==> src/rtl/mccoy_instr_sequencer_if.sv <==
// Control, program-load and core-side signals of the McCoy instruction sequencer.
// master = test harness / core side, slave = sequencer.
`timescale 1ns/1ps
interface mccoy_instr_sequencer_if #(
  parameter int DEPTH = 16,
  parameter int IW    = 6,
  parameter int DW    = 6
);
  localparam int CW = $clog2(DEPTH) + 1;

  logic          clear;
  logic          wr_en;
  logic [IW-1:0] wr_data;
  logic          start;
  logic          abort;
  logic [3:0]    loop_count;
  logic          core_reset;
  logic [IW-1:0] instr;
  logic [DW-1:0] core_result;
  logic [DW-1:0] result;
  logic          result_valid;
  logic          busy;
  logic          done;
  logic          overflow;
  logic [CW-1:0] count;

  modport master (
    output clear, wr_en, wr_data, start, abort, loop_count, core_result,
    input  core_reset, instr, result, result_valid, busy, done, overflow, count
  );

  modport slave (
    input  clear, wr_en, wr_data, start, abort, loop_count, core_result,
    output core_reset, instr, result, result_valid, busy, done, overflow, count
  );
endinterface

==> src/rtl/mccoy_instr_sequencer.sv <==
// Program buffer and instruction streamer for the McCoy accumulator core:
// loads a short program, pulses core reset, issues it (optionally repeated) and captures results.
`timescale 1ns/1ps
module mccoy_instr_sequencer #(
  parameter int            DEPTH      = 16,
  parameter int            IW         = 6,
  parameter int            DW         = 6,
  parameter logic [IW-1:0] IDLE_INSTR = 6'b000000
) (
  input logic                    clk,
  input logic                    reset,
  mccoy_instr_sequencer_if.slave bus
);
  localparam int AW = $clog2(DEPTH);
  localparam int CW = AW + 1;

  typedef enum logic [1:0] {IDLE, CORE_RST, RUN, DRAIN} state_t;

  state_t        state;
  logic [IW-1:0] mem [DEPTH];
  logic [CW-1:0] count;
  logic [AW-1:0] pc;
  logic [3:0]    loops;
  logic          drain_cnt;
  logic          issued_d1;
  logic          rv_q;
  logic          overflow_q;
  logic          core_reset_q;
  logic          busy_q;
  logic          done_q;
  logic [DW-1:0] result_q;

  logic idle;
  logic load_ok;
  logic last_instr;

  assign idle       = (state == IDLE);
  assign load_ok    = idle && bus.wr_en && !bus.clear && (count < CW'(DEPTH));
  assign last_instr = ({1'b0, pc} == count - CW'(1));

  // NOTE: the program store has no reset; its contents only matter after a load,
  // and leaving it out keeps it mappable to plain RAM.
  always_ff @(posedge clk) begin
    if (load_ok) mem[count[AW-1:0]] <= bus.wr_data;
  end

  // NOTE: all state below uses non-blocking assignments so every register sees
  // pre-edge values; the abort override at the end relies on last-NBA-wins.
  always_ff @(posedge clk or negedge reset) begin
    if (!reset) begin
      state        <= IDLE;
      count        <= '0;
      pc           <= '0;
      loops        <= '0;
      drain_cnt    <= 1'b0;
      issued_d1    <= 1'b0;
      rv_q         <= 1'b0;
      overflow_q   <= 1'b0;
      core_reset_q <= 1'b0;
      busy_q       <= 1'b0;
      done_q       <= 1'b0;
      result_q     <= '0;
    end else begin
      done_q <= 1'b0;

      // Two-stage result pipeline: core_result is valid the cycle after issue.
      issued_d1 <= (state == RUN) && !bus.abort;
      rv_q      <= issued_d1 && !bus.abort;
      if (issued_d1 && !bus.abort) result_q <= bus.core_result;

      case (state)
        IDLE: begin
          if (bus.clear) begin
            count      <= '0;
            overflow_q <= 1'b0;
          end else if (bus.wr_en) begin
            if (count < CW'(DEPTH)) count      <= count + CW'(1);
            else                    overflow_q <= 1'b1;
          end
          // A same-cycle clear empties the program, so start is refused.
          if (bus.start && !bus.clear && count != '0) begin
            state        <= CORE_RST;
            core_reset_q <= 1'b1;
            busy_q       <= 1'b1;
            loops        <= bus.loop_count;
            pc           <= '0;
          end
        end
        CORE_RST: begin
          core_reset_q <= 1'b0;
          state        <= RUN;
        end
        RUN: begin
          if (!last_instr) begin
            pc <= pc + AW'(1);
          end else if (loops != 4'd0) begin
            pc    <= '0;
            loops <= loops - 4'd1;
          end else begin
            state     <= DRAIN;
            drain_cnt <= 1'b0;
          end
        end
        DRAIN: begin
          if (drain_cnt) begin
            state  <= IDLE;
            busy_q <= 1'b0;
            done_q <= 1'b1;
          end else begin
            drain_cnt <= 1'b1;
          end
        end
        default: state <= IDLE;
      endcase

      if (bus.abort && !idle) begin
        state        <= IDLE;
        core_reset_q <= 1'b0;
        busy_q       <= 1'b0;
        done_q       <= 1'b0;
      end
    end
  end

  assign bus.instr        = (state == RUN) ? mem[pc] : IDLE_INSTR;
  assign bus.core_reset   = core_reset_q;
  assign bus.result       = result_q;
  // A strobe already in the output register is masked in the abort cycle itself.
  assign bus.result_valid = rv_q && !bus.abort;
  assign bus.busy         = busy_q;
  assign bus.done         = done_q;
  assign bus.overflow     = overflow_q;
  assign bus.count        = count;
endmodule
==> src/flat_wrapper.sv <==
// flat-port wrapper written by rule: the top's interface ports become plain ports
module mccoy_instr_sequencer_flat 
#(
  parameter int            DEPTH      = 16,
  parameter int            IW         = 6,
  parameter int            DW         = 6,
  parameter logic [IW-1:0] IDLE_INSTR = 6'b000000
)
  (clk, reset, bus_clear, bus_wr_en, bus_wr_data, bus_start, bus_abort, bus_loop_count, bus_core_result, bus_core_reset, bus_instr, bus_result, bus_result_valid, bus_busy, bus_done, bus_overflow, bus_count);
  mccoy_instr_sequencer_if #(.DEPTH(DEPTH), .IW(IW), .DW(DW)) bus_i ();
  input logic clk;
  input logic reset;
  input wire logic [$bits(bus_i.clear)-1:0] bus_clear;
  input wire logic [$bits(bus_i.wr_en)-1:0] bus_wr_en;
  input wire logic [$bits(bus_i.wr_data)-1:0] bus_wr_data;
  input wire logic [$bits(bus_i.start)-1:0] bus_start;
  input wire logic [$bits(bus_i.abort)-1:0] bus_abort;
  input wire logic [$bits(bus_i.loop_count)-1:0] bus_loop_count;
  input wire logic [$bits(bus_i.core_result)-1:0] bus_core_result;
  output wire logic [$bits(bus_i.core_reset)-1:0] bus_core_reset;
  output wire logic [$bits(bus_i.instr)-1:0] bus_instr;
  output wire logic [$bits(bus_i.result)-1:0] bus_result;
  output wire logic [$bits(bus_i.result_valid)-1:0] bus_result_valid;
  output wire logic [$bits(bus_i.busy)-1:0] bus_busy;
  output wire logic [$bits(bus_i.done)-1:0] bus_done;
  output wire logic [$bits(bus_i.overflow)-1:0] bus_overflow;
  output wire logic [$bits(bus_i.count)-1:0] bus_count;
  assign bus_i.clear = bus_clear;
  assign bus_i.wr_en = bus_wr_en;
  assign bus_i.wr_data = bus_wr_data;
  assign bus_i.start = bus_start;
  assign bus_i.abort = bus_abort;
  assign bus_i.loop_count = bus_loop_count;
  assign bus_i.core_result = bus_core_result;
  assign bus_core_reset = bus_i.core_reset;
  assign bus_instr = bus_i.instr;
  assign bus_result = bus_i.result;
  assign bus_result_valid = bus_i.result_valid;
  assign bus_busy = bus_i.busy;
  assign bus_done = bus_i.done;
  assign bus_overflow = bus_i.overflow;
  assign bus_count = bus_i.count;
  mccoy_instr_sequencer #(.DEPTH(DEPTH), .IW(IW), .DW(DW), .IDLE_INSTR(IDLE_INSTR)) u_core (.clk(clk), .reset(reset), .bus(bus_i));
endmodule
==> config.mk <==
export PLATFORM = sky130hd
export DESIGN_NAME = mccoy_instr_sequencer_flat
export DESIGN_NICKNAME = d
export VERILOG_FILES = /design/src/rtl/mccoy_instr_sequencer_if.sv /design/src/rtl/mccoy_instr_sequencer.sv /design/src/flat_wrapper.sv
export SDC_FILE = /design/constraint.sdc
export NUM_CORES = 1
export LEC_CHECK = 0
export ABC_AREA = 1
export CAP_MARGIN = 20
export CORE_MARGIN = 3
export CORE_UTILIZATION = 60
export CTS_CLUSTER_DIAMETER = 30
export DETAILED_ROUTE_END_ITERATION = 10
export GPL_ROUTABILITY_DRIVEN = 1
export GPL_TIMING_DRIVEN = 1
export MAX_ROUTING_LAYER = met4
export PLACE_DENSITY = 0.9
export SLEW_MARGIN = 20
export SYNTH_ARGS = -nofsm -noshare
export SYNTH_HDL_FRONTEND = slang
export SYNTH_SLANG_ARGS = --single-unit
==> constraint.sdc <==
create_clock -name clk -period 3.4 [get_ports clk]
set_input_delay 0.85 -clock clk [delete_from_list [all_inputs] [get_ports clk]]
set_output_delay 0.85 -clock clk [all_outputs]
set_load 0.005 [all_outputs]
==> metrics, run 1 <==
layout cell share with drive strength beyond 1=0.1333; Power Dens Cells=837.3 nW/um^2; RR Startpoint=u_core.state[0]; root buf cell=clkbuf_8; crit-path cells=buf_12, o21ai_0, o211ai_1, nand3_1, a21oi_1, clkdlybuf4s50_1; Levels on crit path=6; Distinct cells, synth=30; kind of end point of the critical path=primary output; final-report hold violation count=0; Mean Syn Cell Area=10.78 um^2; fin crit share=1.030; Tmin final=3.502 ns; IO Pins=44; gr ovfl total=0; Post-synth EDFFs=96; GP Congestion=0.9101; crit-path leading delay family=compound AO/OA/AOI/OAI gates; reg-to-reg slack, setup=0.89 ns; Synth Register Bits=124; largest net degree at the start of global routing=36; ys async rst share=0.2258; unrepaired setup endpoints after global routing=yes; number of max-cap violations=0; VDD IR max=0.0006863 V; Final #Nets=604; Clock Latency Late Sink=0.54 ns; initial antenna violation count=0; Crit path buffers/inverters=2; num rows=34; Post-Synthesis Net Count=545; Synth area leader=edfxtp_1; first-pass GRT wire length=23360 um; worst-case clock skew=0.01053 ns; H-tree depth=4; Num CTS Buffers=17; Crit Path Class=register to primary output; CTS sink count=124; Synth top area share=0.5203; vias=4612; most common cell in the netlist=nor2_1; CP startpoint=u_core.pc[0]; drt pass-1 iters=9; Vias/cell=6.655; die area=10420 um^2; Peak Freq=285.5 MHz; ANT cells=0; WP data required=2.55 ns; max incr delay on CP=0.53 ns; Detail Placement HPWL=9142 um; post-synth design cell area=5540 um^2; sequential fraction of the synthesis area=0.6468; total core area=8848 um^2; WL/cell=23.58 um; synth warn=0; CP arrival=2.65 ns; normalized max-slew margin=0.4224; FF-to-FF path depth=7; final setup vio count=3; hold slack=0.4895 ns; max-slew violation count=0; number of port buffers=43; vias in the first global route=4351; drt drc=0; clock buffer depth=2; Hold Path Class=register to register; final cell count without fillers=693; die height=102.1 um; Initial Util=0.6261; number of instances in the placed design=651; Global Route Usage Sum=0.3153; Worst path slowest cell=clkdlybuf4s50_1; Setup crit start kind=register; CTS Hold Buffers Added=0; crit path max fanout=18; Critical Path Sink=bus_instr[1]; Post-Synthesis Cells=514; violated checks=negative setup slack; CTS tree=built; Starting DRT DRC Count=786; status=complete, but fails checks; clk slew on worst S/H paths=0.06 ns; Routed Antenna Nets=0; worst slew pin tran=0.8637 ns; Leakage=2.647 nW; Commonest cells post-synth=nor2_1 (101), edfxtp_1 (96), nand2_1 (72); Worst Slack Setup Final=-0.1024 ns; Syn-to-layout area delta=22.61%; Top FF cell, synth=edfxtp_1; ranking of synthesized cells by area=edfxtp_1 (52%), dfrtp_1 (13%), nor2_1 (6.8%), nand2_1 (4.9%), o21ai_0 (4.7%); Total Wirelength=16340 um; Die Wd=102.1 um; Reg-to-Reg End=u_core.mem[12][4]
-- power by group --
part	internal, mW	switching (mW)	total [mW]
logic	0.729	1.25	1.98
registers	1.78	0.125	1.90
clock network	1.11	0.695	1.81
-- metrics by stage --
stage / power (mW) / instance area, um^2 / setup TNS (ns) / worst slack [ns] / utilization
after detailed placement: 3.594 / 6058 / 0 / 0.4469 / 0.6847
after floorplan: 3.020 / 5540 / 0 / 1.297 / -
final: 5.688 / 6793 / -0.1479 / -0.1024 / 0.7677
after CTS: 5.468 / 6709 / 0 / 0.005974 / 0.7582
after global routing: 5.897 / 6793 / -0.3989 / -0.1195 / 0.7677
after global placement: 3.470 / 6058 / 0 / 0.5802 / 0.6847
-- metal layers --
layer	up-vias	global-route usage	routed length (um)
met4	0	0.1675	1266
li1	1900	-	-
met2	421	0.4828	7645
met3	139	0.08737	1861
met1	2152	0.3829	5568
met5	-	-	0
-- registers in the layout (all words and copies together) (netlist names) --
name,cells
u_core.bus.core_reset,1
u_core.issued_d1,1
u_core.drain_cnt,1
u_core.rv_q,1
u_core.bus.done,1
u_core.loops,4
u_core.mem,96
u_core.bus.busy,1
u_core.bus.result,6
u_core.bus.count,5
u_core.state,2
u_core.pc,4
u_core.bus.overflow,1
-- cells in the final DEF (no fill, tap or decap), types with 7 or more instances in the layout --
cell type / n
o21ai_0: 52
nor2_1: 100
nand3_1: 27
buf_4: 13
inv_1: 25
o21ai_1: 9
clkdlybuf4s50_1: 41
o211ai_1: 26
ha_1: 9
dfrtp_1: 27
nand2_1: 72
a21oi_1: 7
edfxtp_1: 96
clkbuf_16: 17
-- timing repair --
item,in CTS,in global routing
resized for setup,9,7
endpoints found under the setup margin,6,6
buffers inserted,5,4
gates cloned,0,2
pin swaps,1,4
-- worst min-delay path by stage --
| stage | slack [ns] | start | endpoint | depth (start not counted) |
|---|---|---|---|---|
| floorplan | 0.44 | u_core.loops[1] | u_core.loops[1] | 2 |
| global placement | 0.46 | u_core.loops[1] | u_core.loops[1] | 2 |
| detailed placement | 0.48 | u_core.loops[1] | u_core.loops[1] | 2 |
| CTS | 0.49 | u_core.bus.overflow | u_core.bus.overflow | 1 |
| global route | 0.51 | u_core.bus.result[1] | u_core.bus.result[1] | 2 |
| finish | 0.49 | u_core.bus.overflow | u_core.bus.overflow | 1 |
-- area by class of cell --
class | instances | area [um^2]
flip-flops and latches | 124 | 3585
fillers | 491 | 2056
multi-input cells | 337 | 1727
repair buffers | 62 | 631.9
clock buffers | 17 | 414.1
clock inverters | 14 | 170.2
well taps | 108 | 135.1
inverters | 30 | 123.9
repair inverters | 1 | 6.256
-- cell families after synthesis --
family / Yosys count / share of synthesized area
AO/OA/AOI/OAI: 102 / 0.1070
multiplexers: 2 / 0.003614
buffers and inverters: 53 / 0.04336
XOR/XNOR: 4 / 0.006323
adder cells (fa/ha/maj): 9 / 0.02033
flip-flops: 124 / 0.6468
AND/OR/NAND/NOR: 220 / 0.1725
(Power assumes the default switching activity.)
==> run 2: changes to the inputs <==
--- a/config.mk
+++ b/config.mk
@@ -15,6 +15,7 @@
 export GPL_TIMING_DRIVEN = 1
 export MAX_ROUTING_LAYER = met4
 export PLACE_DENSITY = 0.9
+export SKIP_CTS_REPAIR_TIMING = 1
 export SLEW_MARGIN = 20
 export SYNTH_ARGS = -nofsm -noshare
 export SYNTH_HDL_FRONTEND = slang
==> run 2 against run 1 <==
The flow still finishes with violations (negative setup slack); non-clock buffer count shrank 4; utilization rose by 0.099 points; register-to-register slack about the same; flip-flop and latch count did not move; die area did not move; worst hold slack got worse by 0.00073 ns; cell count fell by 0.43%; first-iteration DRC count rose by 0.13%; worst setup slack gained 0.087 ns; critical endpoint unchanged; highest routed layer unchanged.
==> metrics, run 2 (same netlist as run 1, synthesis figures left out) <==
status=complete, but fails checks; violated checks=negative setup slack; drt drc=0; number of instances in the placed design=651; most common cell after layout, fill and taps aside=nor2_1; HP Start=u_core.bus.overflow; most frequent cells in the layout=nor2_1 (101), edfxtp_1 (96), nand2_1 (72), o21ai_0 (47), clkdlybuf4s50_1 (40); FF-to-FF path depth=7; Sequential Area=3586 um^2; final-report hold violation count=0; Hold Path Class=register to register; Num CTS Buffers=17; Global Route Usage Sum=0.3079; CTS tree=built; kind of end point of the critical path=primary output; switching share of power=0.3653; gr ovfl total=0; largest net degree at the start of global routing=36; Syn-to-layout area delta=22.76%; Flop pwr share=0.332; VDD IR max=0.0006998 V; max-slew violation count=0; DP Area=6058 um^2; hold depth=1; num rows=34; final cell count without fillers=690; area of the multi-input gates=1728 um^2; worst-case clock skew=0.009109 ns; fin crit share=1.005; Peak Freq=292.8 MHz; Final #Nets=601; max reg flops=96; die height=102.1 um; normalized max-slew margin=0.4734; Psw=2.094 mW; vias=4585; power share of the clock group=0.315; die area=10420 um^2; combinational power share=0.353; Tmin final=3.416 ns; Total Wirelength=16620 um; Power Dens Cells=842.6 nW/um^2; initial antenna violation count=0; drt pass-1 iters=7; Leakage=2.652 nW; number of max-cap violations=0; Crit Path Class=register to primary output; first-pass GRT wire length=22850 um; fill count=484; Reg-to-Reg End=u_core.mem[11][5]; clk slew on worst S/H paths=0.06 ns; Routed Antenna Nets=0; worst slew pin tran=0.7875 ns; RR Startpoint=u_core.state[0]; GP Congestion=0.9101; CP arrival=2.57 ns; number of port buffers=43; ANT cells=0; Initial Util=0.6261; Die Wd=102.1 um; WL/cell=24.08 um; Hold Path End=u_core.bus.overflow; WP data required=2.55 ns; Setup crit start kind=register; Clock Latency Late Sink=0.54 ns; IO Pins=44; layout cell share with drive strength beyond 1=0.1306; clock buffer depth=2; Int Pwr=3.637 mW; Starting DRT DRC Count=787; Detail Placement HPWL=9142 um; reg-to-reg slack, setup=0.88 ns; H-tree depth=4; hold slack=0.4887 ns; total core area=8848 um^2; dpl ws=0.4469 ns; crit path max fanout=17; post-route cell area=6802 um^2; Vias/cell=6.645; vias in the first global route=4328; Worst Slack Setup Final=-0.01556 ns; final setup vio count=2; root buf cell=clkbuf_8; CTS sink count=124
-- run 2: final cells by class --
class / count / share of cell area
sequential: 124 / 0.5272
multi-input combinational: 337 / 0.2540
timing repair buffer: 58 / 0.09272
clock buffer: 17 / 0.06089
clock inverter: 14 / 0.02502
tap: 108 / 0.01987
inverter: 30 / 0.01821
timing repair inverter: 2 / 0.002024
-- run 2: worst max-delay path, stage by stage (launching register included) --
cell and delay [ns]:
dfrtp_2 0.49, buf_4 0.18, clkbuf_16 0.18, nor2_1 0.07
nor2_1 0.11, o21ai_0 0.12, o211ai_1 0.10, nand3_1 0.10
a21oi_1 0.15, clkdlybuf4s50_1 0.53
-- run 2: worst max path at each step --
stage | from | endpoint | slack (ns) | depth (start not counted)
after floorplan | u_core.pc[0] | bus_instr[0] | 1.30 | 8
after global placement | u_core.pc[1] | bus_instr[5] | 0.58 | 7
after detailed placement | u_core.pc[0] | bus_instr[3] | 0.45 | 7
after CTS | u_core.pc[1] | bus_instr[5] | -0.15 | 7
after global routing | u_core.pc[0] | bus_instr[0] | -0.09 | 7
final | u_core.pc[0] | bus_instr[1] | -0.02 | 9
-- run 2: metrics by stage --
| step | power (mW) | utilization | setup TNS, ns |
|---|---|---|---|
| 2_1_floorplan | 3.020 | - | 0 |
| 3_3_place_gp | 3.470 | 0.6847 | 0 |
| 3_5_place_dp | 3.594 | 0.6847 | 0 |
| 4_1_cts | 5.409 | 0.7507 | -0.4914 |
| 5_1_grt | 5.942 | 0.7687 | -0.1203 |
| 6_report | 5.731 | 0.7687 | -0.02132 |
-- run 2: layer usage --
| layer | global-route usage | vias up | part of all wire |
|---|---|---|---|
| li1 | - | 1900 | - |
| met1 | 0.3758 | 2072 | 0.34 |
| met2 | 0.4643 | 487 | 0.46 |
| met3 | 0.09556 | 126 | 0.13 |
| met4 | 0.1594 | 0 | 0.067 |
| met5 | - | - | 0 |
-- run 2: power groups by stage --
stage,Clock [mW],Sequential [mW],Combinational (mW)
finish,1.81,1.90,2.02
global route,1.87,1.92,2.16
CTS,1.79,1.88,1.74
detailed placement,0,1.90,1.69
global placement,0,1.89,1.58
floorplan,0,1.89,1.13
==> run 3: changes to the inputs <==
--- a/config.mk
+++ b/config.mk
@@ -7,7 +7,7 @@
 export LEC_CHECK = 0
 export ABC_AREA = 1
 export CAP_MARGIN = 20
-export CORE_MARGIN = 3
+export CORE_MARGIN = 2
 export CORE_UTILIZATION = 60
 export CTS_CLUSTER_DIAMETER = 30
 export DETAILED_ROUTE_END_ITERATION = 10
==> run 3 against run 2 <==
The run now ends clean; wire length down 15%; first-iteration DRC count down 40%; combinational power down 11%; highest routed layer unchanged.
==> metrics, run 3 (same netlist as run 1, synthesis figures left out) <==
status=finished clean; HP Start=u_core.bus.result[4]; WP data required=2.55 ns; largest net degree at the start of global routing=33; final setup vio count=0; final cell count without fillers=686; most frequent cells in the layout=nor2_1 (101), edfxtp_1 (96), nand2_1 (72), o21ai_0 (51), clkdlybuf4s50_1 (43); switching share of power=0.3471; number of port buffers=43; worst slew pin tran=0.7672 ns; gr ovfl total=0; VDD IR max=0.0004973 V; fin crit share=0.9953; drt pass-1 iters=6; crit-path cells=clkinv_4, buf_4, nor2_1, o211ai_1, nand3_1, a21oi_2, clkdlybuf4s50_1; first-pass GRT wire length=22090 um; Reg-to-Reg End=u_core.mem[10][5]; number of max-cap violations=0; unrepaired setup endpoints after global routing=yes; reg-to-reg slack, setup=0.78 ns; root buf cell=clkbuf_8; grt peak-use layer=met2; GP Congestion=0.8771; Setup crit start kind=register; CP arrival=2.53 ns; Int Pwr=3.647 mW; max reg flops=96; Vias/cell=6.327; vias in the first global route=4424; Hold Path End=u_core.bus.result[4]; H-tree depth=4; combinational power share=0.321; Die Wd=100.1 um; Hold Path Class=register to register; number of instances in the placed design=654; CTS sink count=124; die height=100.1 um; WL/cell=20.65 um; fill count=520; vias=4340; Num CTS Buffers=17; Starting DRT DRC Count=470; hold depth=2; Clock Latency Late Sink=0.52 ns; Global Route Usage Sum=0.3043; met2 Use GR=0.4621; post-route setup TNS=0 ns; Leakage=2.565 nW; Power Dens Cells=830.1 nW/um^2; ANT cells=0; max-slew violation count=0; CTS tree=built; final-report hold violation count=0; clk slew on worst S/H paths=0.06 ns; met3 Use GR=0.09053; worst-case clock skew=0.007896 ns; max incr delay on CP=0.53 ns; num rows=35; Crit Path Class=register to primary output; crit path max fanout=15; Syn-to-layout area delta=21.45%; Routed Antenna Nets=0; Detail Placement HPWL=8342 um; initial antenna violation count=0; FF-to-FF path depth=6; most common cell after layout, fill and taps aside=nor2_1; layout cell share with drive strength beyond 1=0.1183; hold slack=0.4861 ns; kind of end point of the critical path=primary output; total power=5.586 mW; Peak Freq=295.5 MHz; Flop pwr share=0.339; IO Pins=44; clock buffer depth=2; normalized max-slew margin=0.4869; power share of the clock group=0.340; drt drc=0; Psw=1.939 mW; met1 usage=0.3655; Worst path slowest cell=clkdlybuf4s50_1; Tmin final=3.384 ns; RR Startpoint=u_core.state[0]; die area=10020 um^2; Total Wirelength=14170 um; Final #Nets=593; total core area=9109 um^2; Initial Util=0.6082
[run 3: changes by cell type in the layout (fill, tap and decap cells not counted), sizes merged]
cell           change
buf                -4
clkdlybuf4s50      +3
dlymetal6s2s       -3
clkbuf             -2
clkinvlp           -2
bufinv             +1
clkinv             -1
inv                +1
[run 3: stage by stage]
step | area, um^2 | util | worst slack, ns
2_1_floorplan | 5540 | - | 1.297
3_3_place_gp | 6050 | 0.6641 | 0.5772
3_5_place_dp | 6050 | 0.6641 | 0.4703
4_1_cts | 6676 | 0.7330 | -0.08512
5_1_grt | 6729 | 0.7387 | -0.01254
6_report | 6729 | 0.7387 | 0.01584
[run 3: power groups by stage]
stage	sequential, mW	combinational (mW)	clock [mW]
floorplan	1.89	1.13	0
global placement	1.89	1.54	0
detailed placement	1.90	1.63	0
CTS	1.88	1.70	1.90
global route	1.90	1.96	1.97
finish	1.89	1.79	1.90
[run 3: layer usage]
layer	vias to the layer above	share of wire
met2	295	0.48
li1	1882	-
met3	89	0.099
met1	2074	0.36
met5	-	0
met4	0	0.055
[run 3: cell type report]
cell class | count | area [um^2] | share of cell area
multi-input combinational | 337 | 1727 | 0.2566
tap | 111 | 138.9 | 0.02064
sequential | 124 | 3585 | 0.5327
clock inverter | 15 | 212.7 | 0.03161
clock buffer | 17 | 414.1 | 0.06155
inverter | 30 | 117.6 | 0.01748
timing repair buffer | 52 | 534.3 | 0.07940
[run 3: worst max-delay path, delay by kind of cell (launching register included)]
family | cells | cell delay, ns
buffers and inverters | 3 | 0.88
and+or+nand+nor | 2 | 0.21
DFF | 1 | 0.47
AOI/OAI and AO/OA | 2 | 0.46
[run 3: worst max path at each step]
stage                      start  slack (ns)                 to
finish              u_core.pc[0]        0.02       bus_instr[5]
detailed placement     bus_wr_en        0.47  u_core.mem[10][1]
CTS                 u_core.pc[0]       -0.09       bus_instr[4]
global route        u_core.pc[0]       -0.01       bus_instr[5]
global placement       bus_wr_en        0.58  u_core.mem[10][1]
floorplan           u_core.pc[0]        1.30       bus_instr[0]
